File: src/rtl/gpio_debounce_pkg.sv
// slurm16 I/O package: default debounce configuration, prescaler helper and
// the button index map shared by the top level and the firmware headers.
package slurm16_io_pkg;

  localparam int DEFAULT_CLOCK_FREQ  = 25125000;
  localparam int DEFAULT_NUM_INPUTS  = 6;
  localparam int DEFAULT_DEBOUNCE_MS = 10;

  // Button positions within PINS_IN / STATE_OUT / event vectors.
  typedef enum logic [2:0] {
    BTN_UP    = 3'd0,
    BTN_DOWN  = 3'd1,
    BTN_LEFT  = 3'd2,
    BTN_RIGHT = 3'd3,
    BTN_A     = 3'd4,
    BTN_B     = 3'd5
  } btn_idx_e;

  localparam int BTN_IDX_UP    = 0;
  localparam int BTN_IDX_DOWN  = 1;
  localparam int BTN_IDX_LEFT  = 2;
  localparam int BTN_IDX_RIGHT = 3;
  localparam int BTN_IDX_A     = 4;
  localparam int BTN_IDX_B     = 5;

  // Clock cycles per 1 kHz debounce tick.
  function automatic int tick_div(input int clock_freq);
    return clock_freq / 1000;
  endfunction

endpackage

File: src/rtl/gpio_debounce_if.sv
// Button-conditioning bus between the pad side / CPU side (master) and the
// gpio_debounce block (slave).
//
// Signalling: there is no valid/ready handshake on this bus. PINS_IN is an
// asynchronous level. IRQ_MASK is a level. CLR_PRESS / CLR_RELEASE are
// single-cycle strobes sampled on the rising clock edge; a strobe asserted in
// cycle n clears the flag at the edge ending cycle n, unless the same edge
// also sets it. STATE_OUT, PRESS_EVT, RELEASE_EVT and IRQ are registered
// levels.
interface gpio_debounce_if #(
  parameter int NUM_INPUTS = slurm16_io_pkg::DEFAULT_NUM_INPUTS
);

  logic [NUM_INPUTS-1:0] PINS_IN;
  logic [NUM_INPUTS-1:0] IRQ_MASK;
  logic [NUM_INPUTS-1:0] CLR_PRESS;
  logic [NUM_INPUTS-1:0] CLR_RELEASE;
  logic [NUM_INPUTS-1:0] STATE_OUT;
  logic [NUM_INPUTS-1:0] PRESS_EVT;
  logic [NUM_INPUTS-1:0] RELEASE_EVT;
  logic                  IRQ;

  modport master (
    output PINS_IN,
    output IRQ_MASK,
    output CLR_PRESS,
    output CLR_RELEASE,
    input  STATE_OUT,
    input  PRESS_EVT,
    input  RELEASE_EVT,
    input  IRQ
  );

  modport slave (
    input  PINS_IN,
    input  IRQ_MASK,
    input  CLR_PRESS,
    input  CLR_RELEASE,
    output STATE_OUT,
    output PRESS_EVT,
    output RELEASE_EVT,
    output IRQ
  );

endinterface

File: src/rtl/gpio_debounce_channel.sv
// One debounce channel: two-flop synchroniser, polarity normalisation,
// tick-driven stability counter, debounced state flop and rise/fall pulses.
// The pulses are combinational and coincide with the edge that updates the
// state flop, so the parent's event flags change in the same cycle.
module debounce_channel #(
  parameter int DEBOUNCE_MS = slurm16_io_pkg::DEFAULT_DEBOUNCE_MS,
  parameter int ACTIVE_LOW  = 1
) (
  input  logic clk_i,
  input  logic rst_ni,
  input  logic tick_i,
  input  logic pin_i,
  output logic state_o,
  output logic rise_o,
  output logic fall_o
);

  localparam int   CNT_W    = $clog2(DEBOUNCE_MS + 1);
  localparam logic RELEASED = (ACTIVE_LOW != 0);

  logic [1:0]       sync_q;
  logic             r;
  logic             state_q, state_d;
  logic [CNT_W-1:0] cnt_q, cnt_d;
  logic             commit;

  // Synchroniser resets to the released pad level so reset reads "not pressed".
  always_ff @(posedge clk_i or negedge rst_ni) begin
    if (!rst_ni) begin
      sync_q <= {2{RELEASED}};
    end else begin
      sync_q <= {sync_q[0], pin_i};
    end
  end

  // Normalised level: 1 = pressed, independent of pad polarity.
  assign r = sync_q[1] ^ RELEASED;

  // Counter clears whenever the input agrees with the state, so any bounce
  // back discards progress; the threshold check happens before the increment
  // so the counter never reaches DEBOUNCE_MS.
  always_comb begin
    cnt_d   = cnt_q;
    state_d = state_q;
    commit  = 1'b0;
    if (r == state_q) begin
      cnt_d = '0;
    end else if (tick_i) begin
      if (cnt_q == CNT_W'(DEBOUNCE_MS - 1)) begin
        commit  = 1'b1;
        state_d = r;
        cnt_d   = '0;
      end else begin
        cnt_d = cnt_q + CNT_W'(1);
      end
    end
  end

  // Counter and debounced state registers.
  always_ff @(posedge clk_i or negedge rst_ni) begin
    if (!rst_ni) begin
      cnt_q   <= '0;
      state_q <= 1'b0;
    end else begin
      cnt_q   <= cnt_d;
      state_q <= state_d;
    end
  end

  assign state_o = state_q;
  assign rise_o  = commit & r;
  assign fall_o  = commit & ~r;

endmodule

File: src/rtl/gpio_debounce.sv
// gpio_debounce: conditions the board buttons for the slurm16 gpio_in port.
// Owns the 1 kHz prescaler, the sticky press/release flags and the registered
// interrupt; per-pin synchronise/debounce lives in debounce_channel.
//
// Build option: define GPIO_DEBOUNCE_RELEASE_EVT_EN to latch release events
// and let them drive IRQ. Without it RELEASE_EVT reads 0, CLR_RELEASE is
// ignored and no release-flag flops exist.
module gpio_debounce
  import slurm16_io_pkg::*;
#(
  parameter int CLOCK_FREQ  = DEFAULT_CLOCK_FREQ,
  parameter int NUM_INPUTS  = DEFAULT_NUM_INPUTS,
  parameter int DEBOUNCE_MS = DEFAULT_DEBOUNCE_MS,
  parameter int ACTIVE_LOW  = 1
) (
  input  logic            CLK,
  input  logic            RSTb,
  gpio_debounce_if.slave  bus
);

  localparam int TICK_DIV = tick_div(CLOCK_FREQ);
  localparam int PRE_W    = $clog2(TICK_DIV);

  logic [PRE_W-1:0]      pre_q, pre_d;
  logic                  tick;
  logic [NUM_INPUTS-1:0] state;
  logic [NUM_INPUTS-1:0] rise;
  logic [NUM_INPUTS-1:0] fall;
  logic [NUM_INPUTS-1:0] press_q, press_d;
  logic [NUM_INPUTS-1:0] evt;
  logic                  irq_q, irq_d;

  // Prescaler: counts 0..TICK_DIV-1, tick marks the terminal count.
  assign tick  = (pre_q == PRE_W'(TICK_DIV - 1));
  assign pre_d = tick ? '0 : pre_q + PRE_W'(1);

  // Prescaler register.
  always_ff @(posedge CLK or negedge RSTb) begin
    if (!RSTb) begin
      pre_q <= '0;
    end else begin
      pre_q <= pre_d;
    end
  end

  for (genvar g = 0; g < NUM_INPUTS; g++) begin : g_ch
    debounce_channel #(
      .DEBOUNCE_MS (DEBOUNCE_MS),
      .ACTIVE_LOW  (ACTIVE_LOW)
    ) u_ch (
      .clk_i   (CLK),
      .rst_ni  (RSTb),
      .tick_i  (tick),
      .pin_i   (bus.PINS_IN[g]),
      .state_o (state[g]),
      .rise_o  (rise[g]),
      .fall_o  (fall[g])
    );
  end

  // Set has priority over a coincident clear strobe.
  assign press_d = (press_q & ~bus.CLR_PRESS) | rise;

  // Sticky press flags.
  always_ff @(posedge CLK or negedge RSTb) begin
    if (!RSTb) begin
      press_q <= '0;
    end else begin
      press_q <= press_d;
    end
  end

`ifdef GPIO_DEBOUNCE_RELEASE_EVT_EN
  logic [NUM_INPUTS-1:0] rel_q, rel_d;

  assign rel_d = (rel_q & ~bus.CLR_RELEASE) | fall;

  // Sticky release flags.
  always_ff @(posedge CLK or negedge RSTb) begin
    if (!RSTb) begin
      rel_q <= '0;
    end else begin
      rel_q <= rel_d;
    end
  end

  assign evt             = press_q | rel_q;
  assign bus.RELEASE_EVT = rel_q;
`else
  // Release path compiled out; keep the dangling inputs visibly intentional.
  logic unused_release;
  assign unused_release  = ^{fall, bus.CLR_RELEASE};
  assign evt             = press_q;
  assign bus.RELEASE_EVT = '0;
`endif

  // Level interrupt from the masked flags, registered one cycle behind them.
  assign irq_d = |(evt & bus.IRQ_MASK);

  // Interrupt register.
  always_ff @(posedge CLK or negedge RSTb) begin
    if (!RSTb) begin
      irq_q <= 1'b0;
    end else begin
      irq_q <= irq_d;
    end
  end

  assign bus.STATE_OUT = state;
  assign bus.PRESS_EVT = press_q;
  assign bus.IRQ       = irq_q;

endmodule
File: src/flat_wrapper.sv
// flat-port wrapper written by rule: the top's interface ports become plain ports
module gpio_debounce_flat import slurm16_io_pkg::*;
#(
  parameter int CLOCK_FREQ  = DEFAULT_CLOCK_FREQ,
  parameter int NUM_INPUTS  = DEFAULT_NUM_INPUTS,
  parameter int DEBOUNCE_MS = DEFAULT_DEBOUNCE_MS,
  parameter int ACTIVE_LOW  = 1
)
  (CLK, RSTb, bus_PINS_IN, bus_IRQ_MASK, bus_CLR_PRESS, bus_CLR_RELEASE, bus_STATE_OUT, bus_PRESS_EVT, bus_RELEASE_EVT, bus_IRQ);
  gpio_debounce_if #(.NUM_INPUTS(NUM_INPUTS)) bus_i ();
  input  logic CLK;
  input  logic RSTb;
  input wire logic [$bits(bus_i.PINS_IN)-1:0] bus_PINS_IN;
  input wire logic [$bits(bus_i.IRQ_MASK)-1:0] bus_IRQ_MASK;
  input wire logic [$bits(bus_i.CLR_PRESS)-1:0] bus_CLR_PRESS;
  input wire logic [$bits(bus_i.CLR_RELEASE)-1:0] bus_CLR_RELEASE;
  output wire logic [$bits(bus_i.STATE_OUT)-1:0] bus_STATE_OUT;
  output wire logic [$bits(bus_i.PRESS_EVT)-1:0] bus_PRESS_EVT;
  output wire logic [$bits(bus_i.RELEASE_EVT)-1:0] bus_RELEASE_EVT;
  output wire logic [$bits(bus_i.IRQ)-1:0] bus_IRQ;
  assign bus_i.PINS_IN = bus_PINS_IN;
  assign bus_i.IRQ_MASK = bus_IRQ_MASK;
  assign bus_i.CLR_PRESS = bus_CLR_PRESS;
  assign bus_i.CLR_RELEASE = bus_CLR_RELEASE;
  assign bus_STATE_OUT = bus_i.STATE_OUT;
  assign bus_PRESS_EVT = bus_i.PRESS_EVT;
  assign bus_RELEASE_EVT = bus_i.RELEASE_EVT;
  assign bus_IRQ = bus_i.IRQ;
  gpio_debounce #(.CLOCK_FREQ(CLOCK_FREQ), .NUM_INPUTS(NUM_INPUTS), .DEBOUNCE_MS(DEBOUNCE_MS), .ACTIVE_LOW(ACTIVE_LOW)) u_core (.CLK(CLK), .RSTb(RSTb), .bus(bus_i));
endmodule
File: config.mk
export PLATFORM = sky130hd
export DESIGN_NAME = gpio_debounce_flat
export DESIGN_NICKNAME = d
export VERILOG_FILES = /design/src/rtl/gpio_debounce_pkg.sv /design/src/rtl/gpio_debounce_if.sv /design/src/rtl/gpio_debounce_channel.sv /design/src/rtl/gpio_debounce.sv /design/src/flat_wrapper.sv
export SDC_FILE = /design/constraint.sdc
export NUM_CORES = 1
export LEC_CHECK = 0
export BUFFER_PORTS_ARGS = -buffer_cell sky130_fd_sc_hd__clkbuf_2
export CAP_MARGIN = 15
export CORE_ASPECT_RATIO = 2
export CORE_MARGIN = 3
export CORE_UTILIZATION = 59
export CTS_BUF_LIST = sky130_fd_sc_hd__clkbuf_8
export DETAILED_ROUTE_END_ITERATION = 7
export PLACE_DENSITY = 0.82
export SYNTH_ARGS = -nofsm -noshare
export SYNTH_HDL_FRONTEND = slang
export SYNTH_SLANG_ARGS = --single-unit
File: constraint.sdc
create_clock -name CLK -period 2.1 [get_ports CLK]
set_input_delay 0.105 -clock CLK [delete_from_list [all_inputs] [get_ports CLK]]
set_output_delay 0.105 -clock CLK [all_outputs]
set_load 0.03 [all_outputs]
== Word-level counts from Yosys, hierarchy flattened ==
Index checks and enable logic that the tools add are counted.

* Input port bits: 26
* Logic and storage cells: 113
* Bits in registers: 64
* Output and inout port bits: 19

* Muxes and demuxes: 37
* Reductions and logical operators: 13
* Equality and inequality tests: 13
* $add $sub $neg: 7
* Bitwise logic cells: 22

{| class="wikitable"
|+ Operators by type and width
! cell !! number
|-
| 2-to-1 mux 4 bit || 18
|-
| adder 4 x 1 -> 4 bit (second input constant) || 6
|-
| equality test 4 bit (second input constant) || 6
|-
| 2-to-1 mux 1 bit || 18
|-
| AND reduction 3 bit || 6
|-
| adder 15 x 1 -> 15 bit (second input constant) || 1
|-
| equality test 15 bit (second input constant) || 1
|-
| 2-to-1 mux 15 bit || 1
|-
| AND 6 bit || 2
|-
| NOT 1 bit || 12
|-
| nonzero test 2 bit || 6
|-
| AND 1 bit || 6
|-
| equality test 1 bit || 6
|-
| NOT 6 bit || 1
|-
| bitwise OR 6 bit || 1
|-
| OR reduction 6 bit || 1
|}

== Depth between registers and ports, before layout ==
Gate-level depths: netlist of the first run.

* Word-level depth: 6
* Mapped depth: 9
* Depth with buffers taken out: 6

== Hierarchy ==
From an unflattened synthesis of the first run, not the netlist that was laid out.

* Cells, all modules: 278
* Area, all modules: 3,069.2 µm²

{| class="wikitable"
|+ By module, submodules not included
! module !! times used !! area each (µm²) !! seq. area each (µm²) !! cells an instance
|-
| debounce_channel || 6 || 330.3 || 177.7 || 29
|-
| gpio_debounce || 1 || 1,087.3 || 550.5 || 104
|}

== Least setup slack after synthesis of the first run ==
OpenSTA, ideal clock, no wires.

* Kind: reg-to-reg
* Start: reg u_core.pre_q[7]
* End: reg u_core.g_ch[0].u_ch.cnt_q[3]
* Slack: 0.384 ns
* Path buffers: 1
* Clock period less this slack: 1.716 ns
* Setup time: 0.082 ns
* Stages on the path, launching flop included: 6
* Required time: 2.018 ns
* Arrival time: 1.634 ns
* Cell sequence: dfrtp_1 -> nor4b_2 -> nand4_1 -> buf_2 -> or4b_1 -> a31oi_1

* Longest elaborated chain between the ends: 2

{| class="wikitable"
|+ Ends and longest elaborated chain
! what !! line !! text
|-
| start: declaration || gpio_debounce.sv:24 || <nowiki>logic [PRE_W-1:0] pre_q, pre_d;</nowiki>
|-
| start signal: assignment || gpio_debounce.sv:42 || <nowiki>pre_q <= pre_d;</nowiki>
|-
| equality test 15 bit || gpio_debounce.sv:34 || <nowiki>assign tick = (pre_q == PRE_W'(TICK_DIV - 1));</nowiki>
|-
| nonzero test 2 bit (no source line) || -- ||
|-
| end signal: assignment || gpio_debounce_channel.sv:65 || <nowiki>cnt_q <= cnt_d;</nowiki>
|-
| end: declaration || gpio_debounce_channel.sv:24 || <nowiki>logic [CNT_W-1:0] cnt_q, cnt_d;</nowiki>
|}

Every way passes these cells.
A chain may end at the register's enable or synchronous reset.

== Worst setup path in the final report of the first run ==
* Start: reg u_core.pre_q[7]
* End: reg u_core.g_ch[1].u_ch.cnt_q[3]

* Longest elaborated chain between the ends: 2

{| class="wikitable"
|+ Ends and longest elaborated chain
! what !! line
|-
| equality test 15 bit || gpio_debounce.sv:34
|-
| nonzero test 2 bit (no source line) || --
|-
| end signal: assignment || gpio_debounce_channel.sv:65
|-
| end: declaration || gpio_debounce_channel.sv:24
|}

Every way passes these cells.

==> results.tsv, run 1 <==
metric	value	unit
Fin. Hold Viols	0	
kind of start point of the critical path	flop	
leakage	0.00166	µW
CP Capture Type	flop	
status	finished, final reports clean	
post-DP HPWL	4320	µm
xor and xnor area share after synthesis	0.0536	
Rel. slew slack	0.471	
final core utilization	0.725	
Via Count	2360	
die width	57.3	µm
Crit Path Category	flop to flop	
setup TNS	0	ns
# DRC	0	
final WL	6400	µm
Synth Area in Simple Gates	0.185	
min cycle time layout	1.96	ns
via/cell ratio	5.69	
final setup fails	0	
CTS Buf Count	9	
P per Cell Area	636	mW/mm²
fin area	0.00363	mm²
data required time at the worst endpoint	2.37	ns
CTS sink cnt	64	
row count	36	
FFs w/ async S/R, synth	1.00	
CP max FO	16	
mapped cell area	0.00310	mm²
Die H	109	µm
Most used DFF post-synth	dfrtp_1	
YS warnings	0	
maxcap violations	0	
clk slew on worst S/H paths	0.07	ns
hold buffer count at cts	13	
post-CTS resize count	0	
Post-synth EDFFs	0	
port buffer count	32	
core area	0.00500	mm²
Slew @ Worst Pin	0.793	ns
Final period util	0.934	
Die Area	0.00622	mm²
initial antenna violation count	0	
fmax	510	MHz
Netlist cell types	34	
largest area contributor in the netlist	dfrtp_1	
first-pass GRT wire length	10700	µm
CTS max path bufs	2	
CTS H-tree depth	3	
largest family of logic cells by synthesized area	simple AND/OR/NAND/NOR gates	
post-CTS setup repair buffer count	0	
Area Overhead vs Synth	16.8	%
DP Worst Slack	0.164	ns
Peak VDD IR	627	µV
sequential fraction of the synthesis area	0.521	
NumNets Final	393	
Adder-Cell Fraction of Synth Area	0.0564	
post-synth top area share	0.419	
multiplexer area fraction after synthesis	0.0193	
RSZ-0062 raised after global routing	false	
Root Buffer	clkbuf_8	
Placed Area	0.00332	mm²
Tot GR Track Use	0.229	
Syn Area/Cell	10.3	µm²
Slew Limit Fails	0	
most common cell in the netlist	dfrtp_1	
GRT overflow	0	
cells after synthesis	301	
min-delay worst type	input port to flop	
clock latency on the worst-skew pair	0.35	ns
Initial DRT Pass Iterations	5	
skew final	0.00966	ns
Synth Area in Compound Gates	0.0915	
Commonest cells post-synth	dfrtp_1 (52), nand2_1 (37), inv_1 (26)	
Iter 0 DRT Violations	73	
share of layout cells above drive strength 1	0.198	
RD Place Congestion	0.813	
Final WS setup	0.138	ns
CP arrival	2.23	ns
ANT cells	0	
starting density of the core	0.621	
wire per inst	15.4	µm
post-route ant nets	0	
top post-synthesis cells by area	dfrtp_1 (42%), dfstp_2 (10%), ha_1 (5.6%)	
largest net degree at the start of global routing	65	
CTS tree	built	
I/O Pins	45	
vias in the first global route	2437	
#FFs+latches synth	64	
-- flip-flops by register name (all words and copies together), names as in the netlist --
register	count
u_core.g_ch.u_ch.sync_q	12
u_core.bus.PRESS_EVT	6
u_core.g_ch.u_ch.state_o	6
u_core.g_ch.u_ch.cnt_q	24
u_core.pre_q	15
u_core.bus.IRQ	1
-- placed cells by master, fill, tap and decap left out --
| master | n |
|---|---|
| a311oi_1 | 1 |
| nor4_1 | 2 |
| and4bb_2 | 1 |
| buf_12 | 1 |
| clkbuf_8 | 12 |
| mux2i_1 | 6 |
| ha_1 | 14 |
| nor3_1 | 2 |
| dfstp_2 | 12 |
| o21ai_0 | 6 |
| a41oi_1 | 1 |
| inv_1 | 30 |
| nor3b_1 | 5 |
| and4_1 | 2 |
| nand4_1 | 3 |
| a31o_2 | 1 |
| dfrtp_1 | 52 |
| xnor2_1 | 9 |
| nor2_1 | 17 |
| or3_1 | 12 |
| conb_1 | 6 |
| clkbuf_2 | 32 |
| xor2_1 | 10 |
| nand2_1 | 37 |
| buf_4 | 9 |
| o32ai_1 | 6 |
| a31oi_1 | 10 |
| nand3_1 | 9 |
| nor4b_2 | 2 |
| and2_1 | 2 |
| or4b_1 | 5 |
| a21oi_1 | 18 |
| a22oi_1 | 3 |
| dlygate4sd3_1 | 13 |
| or2_2 | 1 |
| or4_1 | 6 |
-- per-stage QoR --
step	hold slack [ns]	instances	power (µW)
final	0.0194	415	2310
after global routing	0.0308	415	2400
after CTS	0.00975	415	2330
after detailed placement	0.194	386	1350
after global placement	0.192	386	1350
after floorplan	-0.191	306	1310
-- worst paths after layout --
kind	start	endpoint	slack, ns	cells after the start
setup / recovery	u_core.pre_q[7]	u_core.g_ch[1].u_ch.cnt_q[3]	0.14	5
hold / removal	bus_IRQ_MASK[5]	u_core.bus.IRQ	0.02	3
setup reg to reg	u_core.pre_q[7]	u_core.g_ch[1].u_ch.cnt_q[3]	0.14	5
hold reg to reg	u_core.g_ch[5].u_ch.sync_q[0]	u_core.g_ch[5].u_ch.sync_q[1]	0.35	0
max in group asynchronous	RSTb	u_core.bus.PRESS_EVT[3]	1.11	3
min in group asynchronous	RSTb	u_core.g_ch[1].u_ch.cnt_q[3]	0.45	3
-- routing by layer --
| metal | part of all wire | track usage | routed length, µm |
|---|---|---|---|
| met5 | 0 | 0 | 0 |
| met3 | 0.036 | 0.0645 | 229 |
| met2 | 0.57 | 0.416 | 3660 |
| met1 | 0.37 | 0.239 | 2390 |
| met4 | 0.019 | 0.0978 | 119 |
-- cell type report --
type	count	area, µm²
clock buffer	12	165
clock inverter	4	15.0
fill	342	1370
inverter	26	97.6
multi-input combinational	197	1280
sequential	64	1620
tap	57	71.3
timing repair buffer	55	378
-- critical path, stage by stage, from the launching register on --
cell and delay (ns):
dfrtp_1 0.40, nor4b_2 0.34, nand4_1 0.23, buf_4 0.24, or4b_1 0.51, a31oi_1 0.17
-- report_power, final --
group | internal, µW | leakage, µW | total [µW] | switching [µW]
Combinational | 32.9 | 0.000711 | 85.9 | 53.1
Clock | 509 | 0.000108 | 958 | 450
Sequential | 1250 | 0.000839 | 1260 | 7.98
-- cells by family after synthesis --
logic type,Yosys count
simple gates,106
flops,64
compound gates,46
buf+inv,45
xor+xnor,19
fa+ha+maj,14
mux,6
other cells,1
No activity file was read; power rests on OpenSTA's default activity.
==> run 2, diff against run 1 <==
--- a/config.mk
+++ b/config.mk
@@ -8,11 +8,9 @@
 export BUFFER_PORTS_ARGS = -buffer_cell sky130_fd_sc_hd__clkbuf_2
 export CAP_MARGIN = 15
 export CORE_ASPECT_RATIO = 2
-export CORE_MARGIN = 3
-export CORE_UTILIZATION = 59
+export CORE_UTILIZATION = 40
 export CTS_BUF_LIST = sky130_fd_sc_hd__clkbuf_8
 export DETAILED_ROUTE_END_ITERATION = 7
-export PLACE_DENSITY = 0.82
 export SYNTH_ARGS = -nofsm -noshare
 export SYNTH_HDL_FRONTEND = slang
 export SYNTH_SLANG_ARGS = --single-unit
==> constraint.sdc (replaced) <==
create_clock -name CLK -period 2.1 [get_ports CLK]
set_input_delay 0.525 -clock CLK [delete_from_list [all_inputs] [get_ports CLK]]
set_output_delay 0.525 -clock CLK [all_outputs]
set_load 0.03 [all_outputs]
==> results.tsv, run 2 (same netlist as run 1, synthesis figures left out) <==
metric	value	unit
leading registers by flop count	u_core.g_ch.u_ch.cnt_q: 24 flops, u_core.pre_q: 15 flops, u_core.g_ch.u_ch.sync_q: 12 flops	
core area	0.00754	mm²
Rel. slew slack	0.610	
post-CTS setup repair buffer count	0	
NumNets Final	380	
Area Overhead vs Synth	15.5	%
final WL	5990	µm
post-CTS resize count	0	
Die Area	0.00814	mm²
maxcap violations	0	
status	finished, final reports clean	
Peak VDD IR	708	µV
CP Capture Type	flop	
die width	64.3	µm
Iter 0 DRT Violations	93	
CTS sink cnt	64	
Tot GR Track Use	0.166	
share of layout cells above drive strength 1	0.209	
RD Place Congestion	0.757	
clk slew on worst S/H paths	0.07	ns
Sw Pwr	525	µW
Final WS setup	0.113	ns
Crit-path slowest cell	or4b_1	
Slew Limit Fails	0	
vias in the first global route	2234	
Reg power frac	0.541	
# DRC	0	
GRT overflow	0	
CP Buf/Inv Count	1	
CP max stage delay	0.50	ns
crit-path cells	nor4b_2, nand4_1, buf_12, or4b_1, a31oi_1	
leakage	0.00162	µW
Root Buffer	clkbuf_8	
fmax	503	MHz
largest net degree at the start of global routing	48	
CP arrival	2.26	ns
CTS max path bufs	2	
data required time at the worst endpoint	2.37	ns
Int Pwr	1810	µW
commonest non-fill, non-tap cell in the layout	dfrtp_1	
clock power share	0.427	
most frequent cells in the layout	dfrtp_1 (52), nand2_1 (37), clkbuf_2 (32)	
starting density of the core	0.411	
port buffer count	32	
wire per inst	13.6	µm
Combinational Power Share	0.032	
worst hold slack	0.160	ns
I/O Pins	45	
post-route ant nets	0	
Fin. Hold Viols	0	
CTS H-tree depth	3	
clock latency on the worst-skew pair	0.35	ns
CTS Buf Count	9	
skew final	0.0103	ns
Final period util	0.946	
P per Cell Area	650	mW/mm²
final core utilization	0.475	
initial antenna violation count	0	
via/cell ratio	5.12	
row count	45	
sw frac	0.225	
Slew @ Worst Pin	0.584	ns
post-DP HPWL	4160	µm
Most flops, register	u_core.g_ch.u_ch.cnt_q	
first-pass GRT wire length	10200	µm
ANT cells	0	
Crit Path Category	flop to flop	
min cycle time layout	1.99	ns
DP Worst Slack	0.161	ns
Initial DRT Pass Iterations	4	
CTS tree	built	
min-delay worst type	input port to asynchronous set/reset pin	
Via Count	2247	
Power, Total	2330	µW
max FFs per register	24	
Die H	127	µm
CP top delay family	simple AND/OR/NAND/NOR gates	
CP max FO	24	
kind of start point of the critical path	flop	
hold buffer count at cts	0	
final setup fails	0	
run 2: changes by cell type in the layout (fill, tap and decap cells not counted), moves of 2 or more:
cell / change
dlygate4sd3_1: -13
buf_12: +2
clkinv_2: +3
clkbuf_8: -3
buf_4: -3
run 2: power groups by stage:
stage	logic, µW	registers [µW]	clock network (µW)
after floorplan	30.9	1280	0
final	75.3	1260	994
after global routing	85.6	1260	1090
after detailed placement	78.9	1280	0
after CTS	79.0	1260	1040
after global placement	78.5	1280	0
run 2: cell type report:
type,instances,area (µm²)
tap,94,118
clock buffer,9,124
clock inverter,7,56.3
sequential,64,1620
inverter,26,97.6
fill,744,3960
timing repair buffer,42,290
multi-input combinational,197,1280
run 2: final timing paths:
| kind | from | to | slack, ns | depth (start not counted) |
|---|---|---|---|---|
| setup / recovery | u_core.pre_q[3] | u_core.g_ch[3].u_ch.cnt_q[3] | 0.11 | 5 |
| hold / removal | RSTb | u_core.g_ch[0].u_ch.cnt_q[1] | 0.16 | 1 |
| setup reg to reg | u_core.pre_q[3] | u_core.g_ch[3].u_ch.cnt_q[3] | 0.11 | 5 |
| hold reg to reg | u_core.g_ch[5].u_ch.sync_q[0] | u_core.g_ch[5].u_ch.sync_q[1] | 0.36 | 0 |
| max in group asynchronous | RSTb | u_core.g_ch[1].u_ch.sync_q[1] | 1.31 | 2 |
| min in group CLK | bus_PINS_IN[2] | u_core.g_ch[2].u_ch.sync_q[0] | 0.25 | 1 |
run 2: per-stage QoR:
step | instance area (µm²) | instances | setup TNS (ns)
6_report | 3590 | 439 | 0
5_1_grt | 3590 | 439 | -0.00901
4_1_cts | 3550 | 437 | 0
3_5_place_dp | 3370 | 421 | 0
3_3_place_gp | 3370 | 421 | 0
2_1_floorplan | 3120 | 306 | 0
run 2: metal layers:
layer / global-route usage / wire length [µm] / vias up
li1: - / - / 1101
met1: 0.180 / 2330 / 1109
met2: 0.280 / 3320 / 23
met3: 0.0405 / 151 / 14
met4: 0.108 / 186 / 0
met5: 0 / 0 / -
==> run 3, diff against run 2 <==
--- a/config.mk
+++ b/config.mk
@@ -11,6 +11,7 @@
 export CORE_UTILIZATION = 40
 export CTS_BUF_LIST = sky130_fd_sc_hd__clkbuf_8
 export DETAILED_ROUTE_END_ITERATION = 7
+export PLACE_DENSITY = 0.64
 export SYNTH_ARGS = -nofsm -noshare
 export SYNTH_HDL_FRONTEND = slang
 export SYNTH_SLANG_ARGS = --single-unit
==> results.tsv, run 3 (same netlist as run 1, synthesis figures left out) <==
metric	value	unit
final setup fails	0	
min cycle time layout	1.98	ns
Initial DRT Pass Iterations	6	
RD Place Congestion	0.771	
fmax	504	MHz
Slew Limit Fails	0	
Power, Total	2310	µW
P per Cell Area	649	mW/mm²
hold buffer count at cts	0	
ANT cells	0	
share of layout cells above drive strength 1	0.214	
CP Capture Type	flop	
data required time at the worst endpoint	2.36	ns
Die H	127	µm
CP max FO	16	
wire per inst	13.2	µm
max FFs per register	24	
CTS H-tree depth	3	
Most flops, register	u_core.g_ch.u_ch.cnt_q	
RSZ-0062 raised after global routing	false	
Storage cell area	0.00162	mm²
initial antenna violation count	0	
Final period util	0.945	
final WL	5800	µm
CTS max path bufs	2	
post-DP HPWL	4070	µm
fill cell instance count of the final layout	741	
Via Count	2261	
CP arrival	2.25	ns
R2R Setup Slk	0.12	ns
post-route ant nets	0	
Fin. Hold Viols	0	
Area Overhead vs Synth	14.7	%
setup TNS	0	ns
core area	0.00754	mm²
largest net degree at the start of global routing	65	
leading registers by flop count	u_core.g_ch.u_ch.cnt_q: 24 flops, u_core.pre_q: 15 flops, u_core.g_ch.u_ch.sync_q: 12 flops	
Tot GR Track Use	0.167	
NumNets Final	380	
clk slew on worst S/H paths	0.07	ns
status	finished with violations	
skew final	0.00740	ns
vias in the first global route	2282	
GRT overflow	0	
row count	45	
CTS sink cnt	64	
Iter 0 DRT Violations	101	
post-CTS setup repair buffer count	0	
kind of start point of the critical path	flop	
final core utilization	0.472	
failing checks	DRC	
most frequent cells in the layout	dfrtp_1 (52), nand2_1 (37), clkbuf_2 (32)	
Crit-path slowest cell	or4b_1	
post-CTS resize count	0	
area of the multi-input gates	0.00128	mm²
min-delay worst type	input port to asynchronous set/reset pin	
CTS Buf Count	9	
die width	64.3	µm
# DRC	2	
clock latency on the worst-skew pair	0.34	ns
via/cell ratio	5.15	
CP top delay family	simple AND/OR/NAND/NOR gates	
crit-path cells	nor4b_2, nand4_1, buf_4, or4b_1, a31oi_1	
CTS tree	built	
Die Area	0.00814	mm²
Root Buffer	clkbuf_8	
CP max stage delay	0.50	ns
Peak VDD IR	431	µV
CP Buf/Inv Count	1	
Crit Path Category	flop to flop	
leakage	0.00160	µW
first-pass GRT wire length	10200	µm
maxcap violations	0	
starting density of the core	0.411	
commonest non-fill, non-tap cell in the layout	dfrtp_1	
I/O Pins	45	
port buffer count	32	
run 3: worst reg2reg max path: cells and delay by family (launching register included):
kind / cells / cell delay [ns]
AND/OR/NAND/NOR: 3 / 1.04
AO/OA/AOI/OAI: 1 / 0.19
flip-flops: 1 / 0.44
buffers and inverters: 1 / 0.24
run 3: through the flow:
stage               instance area [µm²]  instances  worst slack [ns]  hold slack [ns]
floorplan                          3120        306             0.384            0.229
global placement                   3380        423             0.167            0.346
detailed placement                 3380        423             0.107            0.348
CTS                                3560        439            0.0998            0.186
global route                       3560        439            0.0101            0.196
finish                             3560        439             0.116            0.174
run 3: path summary, 6_finish.rpt:
check	from	endpoint	cells after the start
worst min register to register	u_core.g_ch[5].u_ch.sync_q[0]	u_core.g_ch[5].u_ch.sync_q[1]	0
min in group CLK	bus_PINS_IN[0]	u_core.g_ch[0].u_ch.sync_q[0]	1
max in group asynchronous	RSTb	u_core.g_ch[4].u_ch.sync_q[0]	2
worst max register to register	u_core.pre_q[12]	u_core.g_ch[1].u_ch.cnt_q[3]	5
worst min-delay path	RSTb	u_core.bus.PRESS_EVT[0]	2
worst max-delay path	u_core.pre_q[12]	u_core.g_ch[1].u_ch.cnt_q[3]	5
run 3: layer usage:
| metal | wire (µm) | part of all wire | global-route usage |
|---|---|---|---|
| met1 | 2340 | 0.40 | 0.180 |
| met5 | 0 | 0 | 0 |
| met3 | 148 | 0.026 | 0.0432 |
| met4 | 191 | 0.033 | 0.106 |
| met2 | 3120 | 0.54 | 0.284 |
run 3: cell type report:
cell class | instances | share of cell area
Clock inverter | 4 | 0.00527
Timing Repair Buffer | 42 | 0.0731
Inverter | 26 | 0.0274
Multi-Input combinational cell | 197 | 0.361
Tap cell | 94 | 0.0330
Clock buffer | 12 | 0.0464
Sequential cell | 64 | 0.454
run 3: power by group:
group	total, µW	switching [µW]	internal (µW)
clock	981	466	515
combinational	69.8	50.0	19.9
sequential	1260	7.41	1250
